$ cat config.mk
export PLATFORM = sky130hd
export DESIGN_NAME = axi_write_master_flat
export DESIGN_NICKNAME = d
export VERILOG_FILES = /design/src/rtl/axi_write_master_pkg.sv /design/src/rtl/axi_write_master_if.sv /design/src/rtl/axi_write_master_beat_counter.sv /design/src/rtl/axi_write_master.sv /design/src/flat_wrapper.sv
export SDC_FILE = /design/constraint.sdc
export NUM_CORES = 1
export LEC_CHECK = 0
export ABC_CLOCK_PERIOD_IN_PS = 3100
export BUFFER_PORTS_ARGS = -buffer_cell sky130_fd_sc_hd__buf_2
export CORE_MARGIN = 2
export CORE_UTILIZATION = 46
export DETAILED_ROUTE_END_ITERATION = 8
export GPL_TIMING_DRIVEN = 0
export PLACE_DENSITY = 0.85
export SKIP_LAST_GASP = 1
export SYNTH_ARGS = -nofsm -noshare
export SYNTH_HDL_FRONTEND = slang
export SYNTH_SLANG_ARGS = --single-unit
export TNS_END_PERCENT = 50
$ cat constraint.sdc
create_clock -name clk -period 3.1 [get_ports clk]
set_clock_uncertainty 0.1 [all_clocks]
set_input_delay 0.31 -clock clk [delete_from_list [all_inputs] [get_ports clk]]
set_output_delay 0.31 -clock clk [all_outputs]
set_load 0.03 [all_outputs]
$ cat src/rtl/axi_write_master_pkg.sv
// Purpose : shared types/constants for the single-outstanding AXI3 write master.
// Latency : n/a (declarations only).
// Backpressure: n/a. Contents: FSM state enum, BRESP/BURST encodings, AW sideband constants.
package axi_wr_pkg;

    typedef enum logic [1:0] {
        IDLE = 2'd0,
        ADDR = 2'd1,
        DATA = 2'd2,
        RESP = 2'd3
    } wr_state_e;

    localparam logic [1:0] RESP_OKAY   = 2'b00;
    localparam logic [1:0] RESP_EXOKAY = 2'b01;
    localparam logic [1:0] RESP_SLVERR = 2'b10;
    localparam logic [1:0] RESP_DECERR = 2'b11;

    localparam logic [1:0] BURST_FIXED = 2'b00;
    localparam logic [1:0] BURST_INCR  = 2'b01;
    localparam logic [1:0] BURST_WRAP  = 2'b10;

    // Fixed AW sideband: normal access, bufferable + modifiable, unprivileged secure data.
    localparam logic       AW_LOCK  = 1'b0;
    localparam logic [3:0] AW_CACHE = 4'b0011;
    localparam logic [2:0] AW_PROT  = 3'b000;
    localparam logic [3:0] AW_QOS   = 4'b0000;

endpackage

$ cat src/rtl/axi_write_master_if.sv
// Purpose : AXI3 write-channel bundle (AW, W, B) between the write master and a slave.
// Latency : n/a (wires only).
// Backpressure: valid/ready on every channel. Modports: master drives AW/W/bready, slave the rest.
interface axi_write_master_if #(
    parameter int ID_W   = 12,
    parameter int ADDR_W = 32,
    parameter int DATA_W = 32
);
    logic                awvalid;
    logic                awready;
    logic [ADDR_W-1:0]   awaddr;
    logic [7:0]          awlen;
    logic [2:0]          awsize;
    logic [1:0]          awburst;
    logic [ID_W-1:0]     awid;
    logic                awlock;
    logic [3:0]          awcache;
    logic [2:0]          awprot;
    logic [3:0]          awqos;

    logic                wvalid;
    logic                wready;
    logic [DATA_W-1:0]   wdata;
    logic [DATA_W/8-1:0] wstrb;
    logic [ID_W-1:0]     wid;
    logic                wlast;

    logic                bvalid;
    logic                bready;
    logic [1:0]          bresp;
    logic [ID_W-1:0]     bid;

    modport master (
        output awvalid, awaddr, awlen, awsize, awburst, awid, awlock, awcache, awprot, awqos,
        input  awready,
        output wvalid, wdata, wstrb, wid, wlast,
        input  wready,
        input  bvalid, bresp, bid,
        output bready
    );

    modport slave (
        input  awvalid, awaddr, awlen, awsize, awburst, awid, awlock, awcache, awprot, awqos,
        output awready,
        input  wvalid, wdata, wstrb, wid, wlast,
        output wready,
        output bvalid, bresp, bid,
        input  bready
    );
endinterface

$ cat src/rtl/axi_write_master_beat_counter.sv
// Purpose : W-beat counter with clear, increment and last-beat compare against the burst length.
// Latency : cnt updates one cycle after inc; last is combinational from cnt and len.
// Backpressure: none; holds at len once the last beat is taken so a 256-beat burst never wraps.
module axi_wr_beat_counter (
    input  logic       clk,
    input  logic       rst_n,
    input  logic       clear,
    input  logic       inc,
    input  logic [7:0] len,
    output logic [7:0] cnt,
    output logic       last
);
    assign last = (cnt == len);

    always_ff @(posedge clk or negedge rst_n) begin
        if (!rst_n) begin
            cnt <= 8'd0;
        end else if (clear) begin
            cnt <= 8'd0;
        end else if (inc && !last) begin
            cnt <= cnt + 8'd1;
        end
    end
endmodule

$ cat src/rtl/axi_write_master.sv
// Purpose : AXI3 write master, one burst outstanding: cmd -> AW -> W beats -> B -> rsp pulse.
// Latency : len=0, all ready: cmd at T, AW at T+1, W at T+2, B at T+3, rsp_valid at T+4.
// Backpressure: cmd_ready only in IDLE; W is a combinational pass-through of wr_data/wready.
// Ports: clk, m_axi_aresetn; cmd_* request; wr_data* stream; m_axi (AXI master modport);
//        rsp_* result. Optional AXI_WR_TIMEOUT_EN adds a B watchdog and the timeout_err port.
module axi_write_master
    import axi_wr_pkg::*;
#(
    parameter int ID_W           = 12,
    parameter int ADDR_W         = 32,
    parameter int DATA_W         = 32,
    parameter int TIMEOUT_CYCLES = 256
) (
    input  logic                clk,
    input  logic                m_axi_aresetn,
    input  logic                cmd_valid,
    output logic                cmd_ready,
    input  logic [ADDR_W-1:0]   cmd_addr,
    input  logic [7:0]          cmd_len,
    input  logic [2:0]          cmd_size,
    input  logic [1:0]          cmd_burst,
    input  logic [ID_W-1:0]     cmd_id,
    input  logic                wr_data_valid,
    output logic                wr_data_ready,
    input  logic [DATA_W-1:0]   wr_data,
    input  logic [DATA_W/8-1:0] wr_strb,
    axi_write_master_if.master  m_axi,
    output logic                rsp_valid,
    output logic [1:0]          rsp_resp,
    output logic [ID_W-1:0]     rsp_id
`ifdef AXI_WR_TIMEOUT_EN
    ,
    output logic                timeout_err
`endif
);
    if (TIMEOUT_CYCLES < 1 || TIMEOUT_CYCLES > 65535) begin : g_bad_timeout
        $error("TIMEOUT_CYCLES must fit the 16-bit watchdog counter");
    end

    wr_state_e         state_q, state_d;
    logic              awvalid_q;
    logic [ADDR_W-1:0] addr_q;
    logic [7:0]        len_q;
    logic [2:0]        size_q;
    logic [1:0]        burst_q;
    logic [ID_W-1:0]   id_q;
    logic              rsp_valid_q;
    logic [1:0]        rsp_resp_q;
    logic [ID_W-1:0]   rsp_id_q;

    logic       cmd_fire, w_fire, b_fire, tmo_hit;
    logic       wvalid_c, bready_c;
    logic [7:0] beat_cnt;
    logic       beat_last;

    axi_wr_beat_counter u_beat_cnt (
        .clk   (clk),
        .rst_n (m_axi_aresetn),
        .clear (cmd_fire),
        .inc   (w_fire),
        .len   (len_q),
        .cnt   (beat_cnt),
        .last  (beat_last)
    );

`ifdef AXI_WR_TIMEOUT_EN
    logic [15:0] tmo_cnt;
    logic        timeout_err_q;

    // Counts RESP cycles; held at zero elsewhere so every entry to RESP starts fresh.
    always_ff @(posedge clk or negedge m_axi_aresetn) begin
        if (!m_axi_aresetn) begin
            tmo_cnt <= 16'd0;
        end else if (state_q != RESP) begin
            tmo_cnt <= 16'd0;
        end else begin
            tmo_cnt <= tmo_cnt + 16'd1;
        end
    end

    // Fires on the TIMEOUT_CYCLES-th RESP cycle if the slave still has not answered.
    assign tmo_hit     = (state_q == RESP) && !m_axi.bvalid &&
                         (tmo_cnt == 16'(TIMEOUT_CYCLES - 1));
    assign timeout_err = timeout_err_q;
`else
    assign tmo_hit = 1'b0;
`endif

    always_comb begin
        state_d       = state_q;
        cmd_ready     = 1'b0;
        wvalid_c      = 1'b0;
        wr_data_ready = 1'b0;
        bready_c      = 1'b0;
        cmd_fire      = 1'b0;
        w_fire        = 1'b0;
        b_fire        = 1'b0;
        case (state_q)
            IDLE: begin
                cmd_ready = 1'b1;
                cmd_fire  = cmd_valid;
                if (cmd_valid) state_d = ADDR;
            end
            ADDR: begin
                if (awvalid_q && m_axi.awready) state_d = DATA;
            end
            DATA: begin
                wvalid_c      = wr_data_valid;
                wr_data_ready = m_axi.wready;
                w_fire        = wr_data_valid && m_axi.wready;
                if (w_fire && beat_last) state_d = RESP;
            end
            RESP: begin
                bready_c = 1'b1;
                b_fire   = m_axi.bvalid;
                if (m_axi.bvalid || tmo_hit) state_d = IDLE;
            end
            default: state_d = IDLE;
        endcase
    end

    always_ff @(posedge clk or negedge m_axi_aresetn) begin
        if (!m_axi_aresetn) begin
            state_q     <= IDLE;
            awvalid_q   <= 1'b0;
            addr_q      <= '0;
            len_q       <= 8'd0;
            size_q      <= 3'd0;
            burst_q     <= 2'd0;
            id_q        <= '0;
            rsp_valid_q <= 1'b0;
            rsp_resp_q  <= 2'd0;
            rsp_id_q    <= '0;
        end else begin
            state_q     <= state_d;
            rsp_valid_q <= 1'b0;
            if (cmd_fire) begin
                awvalid_q <= 1'b1;
                addr_q    <= cmd_addr;
                len_q     <= cmd_len;
                size_q    <= cmd_size;
                burst_q   <= cmd_burst;
                id_q      <= cmd_id;
            end
            if (state_q == ADDR && m_axi.awready) begin
                awvalid_q <= 1'b0;
            end
            if (b_fire) begin
                rsp_valid_q <= 1'b1;
                rsp_resp_q  <= m_axi.bresp;
                rsp_id_q    <= m_axi.bid;
            end else if (tmo_hit) begin
                rsp_valid_q <= 1'b1;
                rsp_resp_q  <= RESP_SLVERR;
                rsp_id_q    <= id_q;
            end
        end
    end

`ifdef AXI_WR_TIMEOUT_EN
    always_ff @(posedge clk or negedge m_axi_aresetn) begin
        if (!m_axi_aresetn) begin
            timeout_err_q <= 1'b0;
        end else if (tmo_hit) begin
            timeout_err_q <= 1'b1;
        end
    end
`endif

    assign m_axi.awvalid = awvalid_q;
    assign m_axi.awaddr  = addr_q;
    assign m_axi.awlen   = len_q;
    assign m_axi.awsize  = size_q;
    assign m_axi.awburst = burst_q;
    assign m_axi.awid    = id_q;
    assign m_axi.awlock  = AW_LOCK;
    assign m_axi.awcache = AW_CACHE;
    assign m_axi.awprot  = AW_PROT;
    assign m_axi.awqos   = AW_QOS;

    assign m_axi.wvalid  = wvalid_c;
    assign m_axi.wdata   = wr_data;
    assign m_axi.wstrb   = wr_strb;
    assign m_axi.wid     = id_q;
    assign m_axi.wlast   = (state_q == DATA) && beat_last;

    assign m_axi.bready  = bready_c;

    assign rsp_valid = rsp_valid_q;
    assign rsp_resp  = rsp_resp_q;
    assign rsp_id    = rsp_id_q;
endmodule

$ cat src/flat_wrapper.sv
// flat-port wrapper written by rule: the top's interface ports become plain ports
module axi_write_master_flat import axi_wr_pkg::*;
#(
    parameter int ID_W           = 12,
    parameter int ADDR_W         = 32,
    parameter int DATA_W         = 32,
    parameter int TIMEOUT_CYCLES = 256
)
  (clk, m_axi_aresetn, cmd_valid, cmd_ready, cmd_addr, cmd_len, cmd_size, cmd_burst, cmd_id, wr_data_valid, wr_data_ready, wr_data, wr_strb, rsp_valid, rsp_resp, rsp_id, m_axi_awvalid, m_axi_awaddr, m_axi_awlen, m_axi_awsize, m_axi_awburst, m_axi_awid, m_axi_awlock, m_axi_awcache, m_axi_awprot, m_axi_awqos, m_axi_awready, m_axi_wvalid, m_axi_wdata, m_axi_wstrb, m_axi_wid, m_axi_wlast, m_axi_wready, m_axi_bvalid, m_axi_bresp, m_axi_bid, m_axi_bready);
  axi_write_master_if #(.ID_W(ID_W), .ADDR_W(ADDR_W), .DATA_W(DATA_W)) m_axi_i ();
  input  logic clk;
  input  logic m_axi_aresetn;
  input  logic cmd_valid;
  output logic cmd_ready;
  input  logic [ADDR_W-1:0] cmd_addr;
  input  logic [7:0] cmd_len;
  input  logic [2:0] cmd_size;
  input  logic [1:0] cmd_burst;
  input  logic [ID_W-1:0] cmd_id;
  input  logic wr_data_valid;
  output logic wr_data_ready;
  input  logic [DATA_W-1:0] wr_data;
  input  logic [DATA_W/8-1:0] wr_strb;
  output logic rsp_valid;
  output logic [1:0] rsp_resp;
  output logic [ID_W-1:0] rsp_id;
  output wire logic [$bits(m_axi_i.awvalid)-1:0] m_axi_awvalid;
  output wire logic [$bits(m_axi_i.awaddr)-1:0] m_axi_awaddr;
  output wire logic [$bits(m_axi_i.awlen)-1:0] m_axi_awlen;
  output wire logic [$bits(m_axi_i.awsize)-1:0] m_axi_awsize;
  output wire logic [$bits(m_axi_i.awburst)-1:0] m_axi_awburst;
  output wire logic [$bits(m_axi_i.awid)-1:0] m_axi_awid;
  output wire logic [$bits(m_axi_i.awlock)-1:0] m_axi_awlock;
  output wire logic [$bits(m_axi_i.awcache)-1:0] m_axi_awcache;
  output wire logic [$bits(m_axi_i.awprot)-1:0] m_axi_awprot;
  output wire logic [$bits(m_axi_i.awqos)-1:0] m_axi_awqos;
  input wire logic [$bits(m_axi_i.awready)-1:0] m_axi_awready;
  output wire logic [$bits(m_axi_i.wvalid)-1:0] m_axi_wvalid;
  output wire logic [$bits(m_axi_i.wdata)-1:0] m_axi_wdata;
  output wire logic [$bits(m_axi_i.wstrb)-1:0] m_axi_wstrb;
  output wire logic [$bits(m_axi_i.wid)-1:0] m_axi_wid;
  output wire logic [$bits(m_axi_i.wlast)-1:0] m_axi_wlast;
  input wire logic [$bits(m_axi_i.wready)-1:0] m_axi_wready;
  input wire logic [$bits(m_axi_i.bvalid)-1:0] m_axi_bvalid;
  input wire logic [$bits(m_axi_i.bresp)-1:0] m_axi_bresp;
  input wire logic [$bits(m_axi_i.bid)-1:0] m_axi_bid;
  output wire logic [$bits(m_axi_i.bready)-1:0] m_axi_bready;
  assign m_axi_awvalid = m_axi_i.awvalid;
  assign m_axi_awaddr = m_axi_i.awaddr;
  assign m_axi_awlen = m_axi_i.awlen;
  assign m_axi_awsize = m_axi_i.awsize;
  assign m_axi_awburst = m_axi_i.awburst;
  assign m_axi_awid = m_axi_i.awid;
  assign m_axi_awlock = m_axi_i.awlock;
  assign m_axi_awcache = m_axi_i.awcache;
  assign m_axi_awprot = m_axi_i.awprot;
  assign m_axi_awqos = m_axi_i.awqos;
  assign m_axi_i.awready = m_axi_awready;
  assign m_axi_wvalid = m_axi_i.wvalid;
  assign m_axi_wdata = m_axi_i.wdata;
  assign m_axi_wstrb = m_axi_i.wstrb;
  assign m_axi_wid = m_axi_i.wid;
  assign m_axi_wlast = m_axi_i.wlast;
  assign m_axi_i.wready = m_axi_wready;
  assign m_axi_i.bvalid = m_axi_bvalid;
  assign m_axi_i.bresp = m_axi_bresp;
  assign m_axi_i.bid = m_axi_bid;
  assign m_axi_bready = m_axi_i.bready;
  axi_write_master #(.ID_W(ID_W), .ADDR_W(ADDR_W), .DATA_W(DATA_W), .TIMEOUT_CYCLES(TIMEOUT_CYCLES)) u_core (.clk(clk), .m_axi_aresetn(m_axi_aresetn), .cmd_valid(cmd_valid), .cmd_ready(cmd_ready), .cmd_addr(cmd_addr), .cmd_len(cmd_len), .cmd_size(cmd_size), .cmd_burst(cmd_burst), .cmd_id(cmd_id), .wr_data_valid(wr_data_valid), .wr_data_ready(wr_data_ready), .wr_data(wr_data), .wr_strb(wr_strb), .m_axi(m_axi_i), .rsp_valid(rsp_valid), .rsp_resp(rsp_resp), .rsp_id(rsp_id));
endmodule
* After elaboration in Yosys (flattened, before gate mapping)
Cells that the tools add are included.
Word-level totals: latch bits 0, output and inout port bits 138, word-level logic and storage cells 48, bits in read-only memories 0, memories 0, flip-flop bits (word level) 83, RAM bits 0
Cells by class: add/subtract/negate cells 1, multiplexer cells 17, divide/modulo/power cells 0, $mul 0, equality and inequality tests 8, $lt $le $gt $ge 0, reductions and logical operators 11, bitwise gates (word level) 0, shifts and indexed selects 0
Operators by type and width (number):
- 8-bit two-way mux | 2
- 1-bit two-way mux | 10
- 8-bit by 1-bit adder with 8-bit output, second input constant | 1
- 8-bit equality test | 1
- 2-bit two-way mux | 4
- 2-bit case mux with 4 select lines | 1
- 1-bit logical AND | 6
- 2-bit equality test, second input constant | 2
- 2-bit by 1-bit inequality test with 1-bit output, second input constant | 2
- 2-bit inequality test, second input constant | 2
- 4-bit AND reduction | 1
- 2-bit nonzero test | 2
- 2-bit by 1-bit equality test with 1-bit output, second input constant | 1
- 2-bit zero test | 1
- 1-bit zero test | 1

* Logic depth before layout (Yosys ltp)
Gate-level depths: netlist of the first run.
word-level depth 5, mapped depth 6

* Modules after synthesis
From an unflattened synthesis of the first run, not the netlist that was laid out.
Unflattened totals: cells, all modules 293, area total of the unflattened synthesis 3941.3 sq um
Modules (own cells, without submodules):
- axi_write_master | instances 1, cells an instance 238, area each 3393.3 sq um
- axi_wr_beat_counter | instances 1, cells an instance 55, area each 548.0 sq um

* Worst setup path after synthesis of the first run
Ideal clock, no wire load.
path kind reg-to-reg, from register u_core.state_q[0], to register u_core.state_q[1], arrival 1829 ps, period minus slack after synthesis 2068 ps, setup slack 1032 ps, cell stages (with the launch flop) 6, cells stage by stage dfrtp_1 inv_1 ha_1 a222oi_1 mux2i_1 or4_1
Between the ends: longest elaborated chain between the ends 3, elaborated cells on any way between the ends 10, classes of those cells 7 x eq/ne; 1 x mux; 2 x reduce/logical
RTL lines:
- start, declared | line axi_write_master.sv:40 | wr_state_e state_q, state_d;
- start signal, assigned | line axi_write_master.sv:135 | state_q <= state_d;
- 2-bit by 1-bit equality test with 1-bit output (tied with other cells) | line axi_write_master.sv:98 | case (state_q)
- 2-bit by 1-bit inequality test with 1-bit output (no source line) or 2-bit inequality test (tied branches)
- 4-bit AND reduction (no source line)
Several ways; a longest one is shown, not always the timed one. A chain may end at the register's enable or synchronous reset.

* Worst setup path after layout of the first run
from register u_core.u_beat_cnt.cnt[3], to output m_axi_wlast
Between the ends: longest elaborated chain between the ends 2
RTL lines:
- start, declared | line axi_write_master_beat_counter.sv:10 | output logic [7:0] cnt,
- start signal, assigned | line axi_write_master_beat_counter.sv:21 | cnt <= cnt + 8'd1;
- 8-bit equality test | line axi_write_master_beat_counter.sv:13 | assign last = (cnt == len);
- 1-bit logical AND | line axi_write_master.sv:185 | assign m_axi.wlast = (state_q == DATA) && beat_last;
- end, declared | line flat_wrapper.sv:42 | output wire logic [$bits(m_axi_i.wlast)-1:0] m_axi_wlast;
No other way between the ends.

==> summary.md, run 1 <==
| Metric | Value |
|---|---|
| Maximum clock path buffer count | 2 |
| Worst stage delay on the critical path | 0.38 ns |
| Mapped cell area | 3980 um^2 |
| # clock sinks | 83 |
| Final hold violation count | 0 |
| Post-synth ARST share | 1.00 |
| CTS tree | built |
| Met1 Use GR | 0.203 |
| Slowest library cell on the worst path | dfrtp_1 |
| # rows | 33 |
| Share of layout cells above drive strength 1 | 0.657 |
| Met3 usage | 0.0701 |
| P&R area growth vs syn | 35.6% |
| Most frequent cells after synthesis | dfrtp_1, mux2_2, buf_4, nand2_1, a21oi_1 |
| Grt met2 use | 0.369 |
| Die ar. | 9420 um^2 |
| # nets final | 658 |
| Post-synth top area cell | dfrtp_1 |
| Family with the most delay on the worst path | buffers and inverters |
| Max_cap viols | 0 |
| Post-layout min period | 2.37 ns |
| Latest clock arrival within the worst-skew pair | 0.34 ns |
| Register area share after synthesis | 0.522 |
| Max-slew violations | 0 |
| Slew HR | 0.559 |
| Ant diodes | 0 |
| Syn_area_per_cell | 12.8 um^2 |
| Routed Antenna Nets | 0 |
| Die width | 97.0 um |
| R2R Setup Slk | 0.89 ns |
| Syn Inst Count | 312 |
| GRT Total Usage | 0.197 |
| Cts repair resizes | 0 |
| Core Footprint | 8300 um^2 |
| Max FO, Critical Path | 10 |
| Yosys top cell area share | 0.522 |
| Port Buf Inserts | 203 |
| Top Usage Layer GRT | met2 |
| Postcts setup bufs | 0 |
| Setup violators final | 0 |
| Reg power frac | 0.325 |
| Net Sw Power | 2.69 mW |
| Switch share | 0.458 |
| WP buf/inv | 3 |
| Setup TNS | 0 ns |
| Register area | 2080 um^2 |
| PD cells | 1090 nW/um^2 |
| Critical Path AT | 1.96 ns |
| Total grt overflow | 0 |
| Peak supply drop | 0.707 mV |
| Wirelength per Cell | 14.4 um |
| Synth Flop Type | dfrtp_1 |
| RSZ-0062 raised after global routing | no |
| Cell Chain, Critical Path | buf_6 -> xor2_1 -> nor4_2 -> buf_4 -> and3_1 -> buf_2 |
| Syn. warnings | 0 |
| Largest net degree at the start of global routing | 62 |
| Count leader, synth | dfrtp_1 |
| Area of the multi-input gates | 1410 um^2 |
| Gate power share | 0.545 |
| DRC | 0 |
| Worst-path clk slew | 0.08 ns |
| First-pass GRT wire length | 15000 um |
| Ports | 252 |
| #FFs+latches synth | 83 |
| Synth top area cells | dfrtp_1, mux2_2, buf_4 |
| Critical path capture point type | output pin |
| Total number of vias | 3080 |
| Gp weighted congestion | 0.792 |
| Filler cell count | 654 |
| Routed WL | 9350 um |
| Clock Power Share | 0.130 |
| Yosys cell types | 25 |
| Num CTS Buffers | 9 |
| Vias per inst | 4.76 |
| Dpl cells | 631 |
| Clock root buffer | clkbuf_8 |
| Cell Count, Final, Fillers Out | 647 |
| 1st-iter DRT viols | 135 |
| Pre-antenna DRT Iters | 4 |
| Critical Path RT | 2.69 ns |
| Starting density of the core | 0.480 |
| Status | complete, no violations |
| Int Pwr | 3.18 mW |
| Crit path launch type | flip-flop |
| Crit path kind | flip-flop to output pin |
| Initial antenna violation count | 0 |
| Die height | 97.0 um |
| Leak | 2.90 nW |
| H-tree Lvls | 3 |
| Post-synth EDFFs | 0 |
| Min-Delay Path Class | input port to flip-flop |
| Period utilisation layout | 0.764 |
| Fmax | 0.422 GHz |
| Vias in the first global route | 3272 |
| Hpwl dp | 7470 um |
| Slew of the pin with the lowest slew margin | 0.662 ns |
==> registers in the layout, indices dropped and copies added (netlist names) <==
signal	flops
u_core.rsp_resp	2
u_core.m_axi.awburst	2
u_core.state_q	2
u_core.m_axi.awaddr	32
u_core.m_axi.awvalid	1
u_core.m_axi.awid	12
u_core.m_axi.awsize	3
u_core.rsp_valid	1
u_core.u_beat_cnt.cnt	8
u_core.m_axi.awlen	8
u_core.rsp_id	12
==> metal layers <==
metal  vias up  part of all wire
met5         -                 0
met4         0             0.021
met3        11             0.092
met2       156              0.53
met1      1475              0.36
li1       1438                 -
==> area by class of cell <==
type                    count  share of cell area
clock inverters             5             0.00997
clock buffers              10              0.0255
plain buffers              72              0.0959
multi-input cells         162               0.260
inverters                   5             0.00348
flip-flops and latches     83               0.385
repair buffers            205               0.196
well taps                 105              0.0243
==> per-stage QoR <==
stage,hold WS (ns),worst slack [ns],total power [mW],util,area (um^2)
after floorplan,-0.0856,1.03,4.22,-,4020
after global placement,0.381,0.893,5.03,0.623,5170
after detailed placement,0.132,0.849,5.15,0.626,5200
after CTS,0.0451,0.717,5.92,0.651,5400
after global routing,0.0470,0.615,6.19,0.651,5400
final,0.0593,0.730,5.86,0.651,5400
==> power groups by stage <==
stage          combinational, mW  sequential, mW  clock [mW]
4_1_cts                     3.23            1.91       0.780
2_1_floorplan               1.35            2.87           0
3_3_place_gp                3.14            1.89           0
3_5_place_dp                3.22            1.92           0
5_1_grt                     3.39            1.97       0.839
6_report                    3.20            1.90       0.762
==> worst register-to-register path, cell delays in order (launching register included) <==
cell and delay [ns]:
dfrtp_1 0.40, inv_1 0.11, ha_1 0.25, a222oi_1 0.65, mux2i_1 0.16, or4_1 0.43
==> path summary, 6_finish.rpt <==
| kind | startpoint | to | depth (start not counted) |
|---|---|---|---|
| setup / recovery | u_core.u_beat_cnt.cnt[3] | m_axi_wlast | 6 |
| hold / removal | m_axi_awready | u_core.m_axi.awvalid | 2 |
| setup reg to reg | u_core.state_q[0] | u_core.state_q[1] | 5 |
| hold reg to reg | u_core.m_axi.awaddr[17] | u_core.m_axi.awaddr[17] | 1 |
| max in group asynchronous | m_axi_aresetn | u_core.u_beat_cnt.cnt[4] | 3 |
| min in group asynchronous | m_axi_aresetn | u_core.m_axi.awaddr[21] | 2 |
==> layout by cell type, fill, tap and decap left out, drive strengths merged <==
| master | Yosys | layout |
|---|---|---|
| dfrtp | 83 | 83 |
| dlygate4sd3 | 0 | 1 |
| nand4 | 4 | 4 |
| and2 | 2 | 2 |
| a222oi | 1 | 1 |
| nor3b | 1 | 1 |
| bufinv | 0 | 1 |
| nor2 | 1 | 1 |
| nand2b | 8 | 8 |
| nor4 | 2 | 2 |
| a311oi | 1 | 1 |
| clkinv | 0 | 4 |
| inv | 5 | 5 |
| ha | 6 | 6 |
| a21oi | 10 | 10 |
| mux2i | 9 | 9 |
| clkbuf | 8 | 18 |
| xor2 | 8 | 8 |
| or4 | 1 | 1 |
| and3 | 3 | 3 |
| nand2 | 15 | 15 |
| nand3 | 3 | 3 |
| a2111oi | 1 | 1 |
| conb | 2 | 12 |
| buf | 64 | 268 |
| mux2 | 71 | 71 |
| and4 | 3 | 3 |
==> cells by family after synthesis <==
logic type      count (synthesis)  synth area share
buf+inv                        77             0.135
other cells                     2           0.00189
simple gates                   43            0.0622
mux                            80             0.223
xor+xnor                        8            0.0176
fa+ha+maj                       6            0.0188
flops                          83             0.522
compound gates                 13            0.0198
==> what timing repair did <==
| action | CTS | global route |
|---|---|---|
| endpoints found under the hold margin | 22 | 0 |
| endpoints found under the setup margin | 0 | 0 |
| hold buffers | 1 | 0 |
Power figures use the tool's default switching activity.
==> run 2: changes to the inputs <==
--- a/config.mk
+++ b/config.mk
@@ -5,13 +5,14 @@
 export SDC_FILE = /design/constraint.sdc
 export NUM_CORES = 1
 export LEC_CHECK = 0
-export ABC_CLOCK_PERIOD_IN_PS = 3100
+export ABC_CLOCK_PERIOD_IN_PS = 2340
 export BUFFER_PORTS_ARGS = -buffer_cell sky130_fd_sc_hd__buf_2
+export CORE_ASPECT_RATIO = 1.5
 export CORE_MARGIN = 2
-export CORE_UTILIZATION = 46
+export CORE_UTILIZATION = 43
 export DETAILED_ROUTE_END_ITERATION = 8
 export GPL_TIMING_DRIVEN = 0
-export PLACE_DENSITY = 0.85
+export PLACE_DENSITY = 0.8
 export SKIP_LAST_GASP = 1
 export SYNTH_ARGS = -nofsm -noshare
 export SYNTH_HDL_FRONTEND = slang
==> constraint.sdc (replaced) <==
create_clock -name clk -period 2.34 [get_ports clk]
set_clock_uncertainty 0.1 [all_clocks]
set_input_delay 0.234 -clock clk [delete_from_list [all_inputs] [get_ports clk]]
set_output_delay 0.234 -clock clk [all_outputs]
set_load 0.03 [all_outputs]
==> run 2 against run 1 <==
Cell count is 2.0% higher. First-iteration DRC count decreased by 7.4%. Register-to-register slack got worse by 0.76 ns. Wire length rose by 0.74%. Setup slack worse by 0.68 ns. Worst hold slack worse by 0.029 ns. Largest cell class unchanged.
==> summary.md, run 2 (synthesized netlist as in run 1, its figures left out) <==
| Metric | Value |
|---|---|
| Crit path launch type | flip-flop |
| Hold_sp | cmd_id[5] |
| Die width | 82.6 um (-15%) |
| P&R area growth vs syn | 39.5% |
| Initial antenna violation count | 1 (+1) |
| Latest clock arrival within the worst-skew pair | 0.33 ns (about the same) |
| Starting density of the core | 0.435 (-0.0444) |
| PD cells | 1480 nW/um^2 (+36%) |
| Cell Chain, Critical Path | buf_6 -> xor2_1 -> nor4_2 -> buf_4 -> and3_1 -> clkbuf_4 |
| Wirelength per Cell | 14.3 um (-1.2%) |
| Max_cap viols | 0 (unchanged) |
| Slowest library cell on the worst path | nor4_2 |
| # clock sinks | 83 (unchanged) |
| Max FO, Critical Path | 8 (-2) |
| Peak supply drop | 0.793 mV (+12%) |
| Pre-antenna DRT Iters | 4 (unchanged) |
| First-pass GRT wire length | 14100 um (-6.1%) |
| Core Footprint | 9150 um^2 (+10%) |
| Final core occ | 0.608 (-0.0430) |
| Routed Antenna Nets | 0 (unchanged) |
| Post-layout min period | 2.29 ns |
| CTS tree | built |
| # nets final | 662 (+0.61%) |
| Worst stage delay on the critical path | 0.39 ns (about the same) |
| Leak | 2.97 nW (+2.5%) |
| Cell area after placement | 5210 um^2 (+0.17%) |
| Post-Place Setup Slack | 0.0801 ns (-0.768 ns) |
| Routed WL | 9420 um (+0.74%) |
| Max reg flops | 32 (unchanged) |
| Final WS setup | 0.0455 ns (-0.685 ns) |
| Final hold violation count | 0 (unchanged) |
| Crit path kind | flip-flop to output pin |
| Min-Delay Path Class | input port to flip-flop |
| Worst-path clk slew | 0.07 ns (about the same) |
| Final instance area | 5560 um^2 (+2.9%) |
| Largest net degree at the start of global routing | 53 (-15%) |
| Die height | 122 um (+26%) |
| Ports | 252 (unchanged) |
| RSZ-0062 raised after global routing | yes |
| Total number of vias | 3086 (+0.19%) |
| Critical Path AT | 1.96 ns (about the same) |
| Fmax | 0.436 GHz |
| Hpwl dp | 7450 um (-0.29%) |
| Most common cell after layout, fill and taps aside | buf_2 |
| R2R cell count | 5 (unchanged) |
| Clock root buffer | clkbuf_16 |
| Most frequent cells in the layout | buf_2, dfrtp_1, mux2_2 |
| DRC | 0 (unchanged) |
| # rows | 43 (+30%) |
| Max-slew violations | 0 (unchanged) |
| Share of layout cells above drive strength 1 | 0.664 (+0.00679) |
| Vias per inst | 4.68 (-1.8%) |
| Die ar. | 10100 um^2 (+6.9%) |
| Critical path capture point type | output pin |
| Port Buf Inserts | 203 (unchanged) |
| Slew of the pin with the lowest slew margin | 0.616 ns (-0.0458 ns) |
| Worst R2R Start | u_core.state_q[0] |
| 1st-iter DRT viols | 125 (-7.4%) |
| Vias in the first global route | 3026 (-7.5%) |
| Critical Path RT | 2.01 ns (-0.68 ns) |
| H-tree Lvls | 3 (unchanged) |
| Hold Crit Depth | 2 (unchanged) |
| FF-to-FF End | u_core.m_axi.awid[4] |
| Setup violators final | 0 (unchanged) |
| Maximum clock path buffer count | 2 (unchanged) |
| Status | complete, no violations |
| Num CTS Buffers | 9 (unchanged) |
| Gp weighted congestion | 0.884 (+12%) |
| Hold Path End | u_core.m_axi.awid[5] |
| Slew HR | 0.589 (+0.0306) |
| R2R Setup Slk | 0.13 ns (-0.76 ns) |
| GRT Total Usage | 0.186 (-0.0109) |
| Setup TNS | 0 ns (unchanged) |
| Total grt overflow | 0 (unchanged) |
| Period utilisation layout | 0.981 |
==> run 2: changes by cell type in the layout (fill, tap and decap cells not counted), moves of 3 or more <==
cell       delta
clkbuf_2      +3
clkbuf_1      -3
clkbuf_8     -10
buf_4         +3
clkbuf_16     +9
inv_6         +3
==> run 2: worst max-delay path, delay by kind of cell, from the launching register on <==
kind | cells | cell delay (ns)
simple gates | 2 | 0.56
xor+xnor | 1 | 0.16
flops | 1 | 0.37
buf+inv | 3 | 0.55
==> run 2: timing repair <==
item | CTS | global route
endpoints found under the setup margin | 0 | 45
hold buffers | 2 | 0
buffers inserted | 0 | 3
resized for setup | 0 | 7
hold endpoints to repair | 32 | 0
==> run 2: power by group <==
group          internal [mW]  total [mW]  switching [mW]  leakage [nW]
logic                   1.60        4.27            2.67          1.82
clock network          0.834        1.41           0.577         0.147
registers               2.12        2.52           0.401          1.00
==> run 2: per-stage QoR <==
stage	std cells	power (mW)	hold slack (ns)
2_1_floorplan	322	5.59	-0.162
3_3_place_gp	637	6.68	0.336
3_5_place_dp	638	6.82	0.113
4_1_cts	656	8.26	0.0206
5_1_grt	659	8.67	0.0217
6_report	660	8.20	0.0306
==> run 2: layer usage <==
layer,part of all wire,track usage,vias to the layer above,wire [um]
met3,0.097,0.0622,13,918
met5,0,0,-,0
met2,0.55,0.333,152,5160
li1,-,-,1453,-
met1,0.34,0.194,1468,3160
met4,0.019,0.0768,0,183
==> run 2: how the worst max path moves through the flow <==
stage	startpoint	end	slack, ns	cells past startpoint
final	u_core.u_beat_cnt.cnt[3]	m_axi_wlast	0.05	6
after global routing	u_core.u_beat_cnt.cnt[3]	m_axi_wlast	-0.12	6
after CTS	u_core.u_beat_cnt.cnt[3]	m_axi_wlast	0.04	6
after detailed placement	u_core.state_q[0]	u_core.m_axi.awid[11]	0.08	5
after global placement	u_core.state_q[0]	u_core.m_axi.awaddr[4]	0.14	5
after floorplan	u_core.state_q[0]	u_core.state_q[1]	0.27	5
==> run 2: layout make-up <==
cell class              count  area [um^2]
fillers                   737         3590
flip-flops and latches     83         2080
multi-input cells         162         1410
repair buffers            209         1090
plain buffers              72          522
clock buffers               9          225
well taps                 112          140
clock inverters             7         73.8
inverters                   5         18.8
diodes                      1         2.50
